### src/rtl/fetch_unit.sv
// fetch_unit: instruction fetch stage with a single-cycle synchronous memory.
// Holds the PC, presents instructions with their address and valid flag,
// handles taken-branch redirects (one bubble) and stalls (hold buffer).
// Optional feature macro: FETCH_PERF_CNT_EN adds fetch/redirect counters.
module fetch_unit #(
  parameter int unsigned           ADDR_WIDTH = 32,
  parameter logic [ADDR_WIDTH-1:0] RESET_PC   = '0
) (
  input  logic                  clk,
  input  logic                  rst,
  input  logic                  stall,
  input  logic                  PCsrc,
  input  logic [ADDR_WIDTH-1:0] ImmOp,
  output logic [ADDR_WIDTH-1:0] imem_addr,
  input  logic [31:0]           imem_rd,
  output logic [31:0]           instr,
  output logic [ADDR_WIDTH-1:0] instr_pc,
  output logic                  instr_valid
`ifdef FETCH_PERF_CNT_EN
  ,
  output logic [31:0]           fetch_count,
  output logic [15:0]           redirect_count
`endif
);

  localparam int unsigned DATA_WIDTH = 32;

  typedef enum logic [1:0] {
    BOOT   = 2'd0,
    RUN    = 2'd1,
    BUBBLE = 2'd2
  } state_e;

  state_e                  state_q, state_d;
  logic [ADDR_WIDTH-1:0]   pc_q, pc_d;
  logic [ADDR_WIDTH-1:0]   instr_pc_q, instr_pc_d;
  logic                    instr_valid_q, instr_valid_d;
  logic [DATA_WIDTH-1:0]   hold_q, hold_d;
  logic                    hold_valid_q, hold_valid_d;
  logic [ADDR_WIDTH-1:0]   target_c;

  // Branch target is relative to the presented instruction, word aligned.
  assign target_c = instr_pc_q + ImmOp;

  // Next-state, PC and presentation logic; a stall freezes everything but the hold buffer.
  always_comb begin
    state_d       = state_q;
    pc_d          = pc_q;
    instr_pc_d    = instr_pc_q;
    instr_valid_d = instr_valid_q;
    hold_d        = hold_q;
    hold_valid_d  = hold_valid_q;
    if (stall) begin
      // Memory keeps re-reading the held PC, so keep the word being presented.
      if (instr_valid_q && !hold_valid_q) begin
        hold_d       = imem_rd;
        hold_valid_d = 1'b1;
      end
    end else begin
      hold_valid_d = 1'b0;
      case (state_q)
        BOOT, BUBBLE: begin
          state_d       = RUN;
          pc_d          = pc_q + ADDR_WIDTH'(4);
          instr_pc_d    = pc_q;
          instr_valid_d = 1'b1;
        end
        RUN: begin
          if (PCsrc && instr_valid_q) begin
            // Fetch issued this edge is the fall-through word; squash it.
            state_d       = BUBBLE;
            pc_d          = {target_c[ADDR_WIDTH-1:2], 2'b00};
            instr_valid_d = 1'b0;
          end else begin
            pc_d          = pc_q + ADDR_WIDTH'(4);
            instr_pc_d    = pc_q;
            instr_valid_d = 1'b1;
          end
        end
        default: begin
          state_d       = BOOT;
          pc_d          = RESET_PC;
          instr_pc_d    = RESET_PC;
          instr_valid_d = 1'b0;
        end
      endcase
    end
  end

  // State and datapath registers.
  always_ff @(posedge clk or posedge rst) begin
    if (rst) begin
      state_q       <= BOOT;
      pc_q          <= RESET_PC;
      instr_pc_q    <= RESET_PC;
      instr_valid_q <= 1'b0;
      hold_q        <= '0;
      hold_valid_q  <= 1'b0;
    end else begin
      state_q       <= state_d;
      pc_q          <= pc_d;
      instr_pc_q    <= instr_pc_d;
      instr_valid_q <= instr_valid_d;
      hold_q        <= hold_d;
      hold_valid_q  <= hold_valid_d;
    end
  end

  assign imem_addr   = pc_q;
  assign instr_pc    = instr_pc_q;
  assign instr_valid = instr_valid_q;
  assign instr       = hold_valid_q ? hold_q : imem_rd;

`ifdef FETCH_PERF_CNT_EN
  logic [31:0] fetch_cnt_q, fetch_cnt_d;
  logic [15:0] redir_cnt_q, redir_cnt_d;
  logic        redirect_c;

  assign redirect_c = !stall && (state_q == RUN) && instr_valid_q && PCsrc;

  // Saturating event counters.
  always_comb begin
    fetch_cnt_d = fetch_cnt_q;
    redir_cnt_d = redir_cnt_q;
    if (instr_valid_q && !stall && (fetch_cnt_q != '1)) fetch_cnt_d = fetch_cnt_q + 32'd1;
    if (redirect_c && (redir_cnt_q != '1))              redir_cnt_d = redir_cnt_q + 16'd1;
  end

  // Counter registers.
  always_ff @(posedge clk or posedge rst) begin
    if (rst) begin
      fetch_cnt_q <= '0;
      redir_cnt_q <= '0;
    end else begin
      fetch_cnt_q <= fetch_cnt_d;
      redir_cnt_q <= redir_cnt_d;
    end
  end

  assign fetch_count    = fetch_cnt_q;
  assign redirect_count = redir_cnt_q;
`endif

endmodule

### config.mk
export PLATFORM = sky130hd
export DESIGN_NAME = fetch_unit
export DESIGN_NICKNAME = d
export VERILOG_FILES = /design/src/rtl/fetch_unit.sv
export SDC_FILE = /design/constraint.sdc
export NUM_CORES = 1
export LEC_CHECK = 0
export BUFFER_PORTS_ARGS = -buffer_cell sky130_fd_sc_hd__buf_2
export CELL_PAD_IN_SITES_DETAIL_PLACEMENT = 0
export CELL_PAD_IN_SITES_GLOBAL_PLACEMENT = 1
export CORE_ASPECT_RATIO = 1.25
export CORE_MARGIN = 1
export CORE_UTILIZATION = 40
export CTS_CLUSTER_SIZE = 24
export DETAILED_ROUTE_END_ITERATION = 10
export MAX_ROUTING_LAYER = met4
export PLACE_DENSITY = 0.85
export SYNTH_ARGS = -nofsm -noshare
export SYNTH_HDL_FRONTEND = slang
export SYNTH_SLANG_ARGS = --single-unit
### constraint.sdc
create_clock -name clk -period 3.7 [get_ports clk]
set_input_delay 0.555 -clock clk [delete_from_list [all_inputs] [get_ports clk]]
set_output_delay 0.555 -clock clk [all_outputs]
set_load 0.01 [all_outputs]
==> impl_metrics.yaml <==
timing:
  hold_violations: 0
  drv_slew: 0
  rsz0062_at_grt: "false"
  slew_headroom_pct: 43.6
  finalCriticalPeriod_ps: 2780
  finalSetupViolCount: 0
  fmax_mhz: 359
  skew_ps: 9.03
  tightest_slew_ps: 846
  post-route-period-util_pct: 75.2
  setup_tns_ps: 0
setup_path:
  crit_fanout: 5
  critPathRequiredTime_ps: 3910
  end_kind: "register"
  ff2ff_path_depth: 9
  cpMostUsedCell: "o311ai_0"
  crit_type: "reg2reg"
  cp_cell_sequence: "ha_1, a41oi_1, o221ai_1, or3_1, o21ba_4, a21oi_2, nor2b_1, o311ai_0, o311ai_0"
  cpPeakStageDelay_ps: 400
  crit_arrival_ps: 2990
  critPathLaunchType: "register"
  crit_path_top_delay_cell: "dfrtp_1"
pwr:
  p_per_area_mw_per_mm2: 806
  p_leak_uw: 0.00350
  p_total_uw: 6100
  ir_worst_vdd_uv: 404
clock_network:
  cts_root_buf: "clkbuf_16"
  cts_num_sinks: 97
  cts.path.max_buffers: 2
  cts_hold_buf: 0
  cts_buffers: 9
  cts_tree: "yes"
  clkTransAtPathRegs_ps: 80
  postCtsSetupRepairBufs: 0
  clock_latency_ps: 360
  cts_resized: 0
  cts-htree-levels: 3
final_layout:
  final_common_cell: "buf_2"
  num_antenna_cells: 0
  final_util_pct: 50.0
  nFillCells: 1483
  mostFrequentLayoutCells: "buf_2, dfrtp_1, mux2_2, o21ai_0, nand2_1"
  area_growth_pct: 21.2
  drive_gt1_share_pct: 33.8
  nets: 895
place:
  dp_hpwl_mm: 11.9
  gp_congestion: 0.832
  placement.io_buffers: 162
outcome:
  outcome: "finished, final reports clean"
yosys:
  ys_top_cells_by_area: "dfrtp_1, mux2_2, ha_1, o21ai_0, a22o_1"
  yosysSeqAreaShare_pct: 38.8
  synth_area_per_cell_um2: 9.66
  syn_inst: 647
  yosysUniqueCellTypes: 67
  synth_largest_area_cell: "dfrtp_1"
  synth_edf_count: 0
  dominantRegCellSynth: "dfrtp_1"
  synth_top_area_share_pct: 38.8
  async_reset_ff_share_pct: 100
  yosysWarningCount: 0
  netlist_area_mm2: 0.00625
  yosys_register_bits: 97
floorplanning:
  chipHeight_um: 142
  fp.dieArea_mm2: 0.0161
  io_pins: 165
  initial_core_util_pct: 41.3
  num_rows: 50
  coreArea_mm2: 0.0151
  dieWidth_um: 114
grt:
  grt_usage_pct: 21.7
  grt_max_degree: 66
  grt_pass1_wl_mm: 26.6
  grt_antenna_before_repair: 0
  grt_pass1_vias: 5232
  grt_overflow: 0
routing:
  vias: 5531
  route.detailed.drc: 0
  via_per_inst: 5.48
  routedWlPerCell_um: 16.5
  first_pass_iters: 5
  drtIter0Drc: 337
  drt-total-wl_mm: 16.6
  ant_nets: 0
flow_run:
  drv_cap: 0
worst_hold_path:
  hp-class: "in2async"
## metrics by stage
step	area (µm²)	hold slack (ps)	cells	setup slack, ps
3_5_place_dp	7270	487	993	671
2_1_floorplan	6250	474	648	611
4_1_cts	7580	405	1009	935
3_3_place_gp	7270	475	993	680
5_1_grt	7580	425	1009	736
6_report	7580	366	1009	918
## cell usage after synthesis, drive strengths merged, types with 4 or more instances
library cell and count:
a31oi 12, xnor2 24, inv 25, nor2b 4, nor3 7, a22oi 5, a211oi 6, and2 7
a21oi 44, nor2 44, dfrtp 97, nand2 44, xor2 6, mux2 64, nand4 10, o21ai 55
nand2b 5, clkbuf 30, o211ai 4, a22o 27, and3 9, nand3 18, o311ai 4, buf 6
ha 31, o221ai 5, mux2i 4
## per-layer routing
layer,wire length (µm),global-route usage (%)
met4,222,6.97
met5,0,-
met3,862,4.49
met2,7980,34.6
met1,7550,27.7
## cell type report
| class | count | area, µm² | share of cell area [%] |
|---|---|---|---|
| Inverter | 25 | 96.3 | 1.27 |
| Clock buffer | 9 | 225 | 2.97 |
| Clock inverter | 7 | 86.3 | 1.14 |
| Tap cell | 208 | 260 | 3.43 |
| Sequential cell | 97 | 2430 | 32.0 |
| Multi-Input combinational cell | 490 | 3590 | 47.4 |
| Timing Repair Buffer | 173 | 893 | 11.8 |
## logic make-up (layout without fill, tap and decap cells)
kind of cell    after synthesis  in the layout  share of synthesized area, %
compound gates              194            194                          21.8
simple gates                165            165                          12.9
fa+ha+maj                    31             31                          6.21
buf+inv                      61            214                          3.84
xor+xnor                     30             30                          4.20
flops                        97             97                          38.8
mux                          68             68                          12.2
other cells                   1              2                        0.0600
## flip-flops by register name, summed over array words and instances (netlist names)
name          flops
hold_q           32
hold_valid_q      1
imem_addr        30
instr_pc         31
instr_valid       1
state_q           2
## worst paths after layout
kind | start | endpoint | slack (ps)
worst min register to register | hold_q[9] | hold_q[9] | 500
max in group asynchronous | rst | instr_pc[30] | 2550
worst max register to register | instr_pc[9] | imem_addr[23] | 920
worst min-delay path | rst | instr_pc[10] | 370
worst max-delay path | instr_pc[9] | imem_addr[23] | 920
min in group clk | imem_rd[20] | hold_q[20] | 430
## where the power goes
| part | switching [µW] | internal [µW] | total [µW] | leakage, µW |
|---|---|---|---|---|
| sequential | 506 | 1520 | 2030 | 0.00120 |
| combinational | 1650 | 1420 | 3070 | 0.00215 |
| clock | 466 | 539 | 1000 | 0.000150 |
| total | 2620 | 3480 | 6100 | 0.00350 |
## critical path, delay by kind of cell (launching register included)
family	cells	cell delay, ps
DFF	1	400
and+or+nand+nor	2	460
adders and majority gates	1	340
AOI/OAI and AO/OA	6	1430
Note: power is estimated with default switching activity, not from simulation.
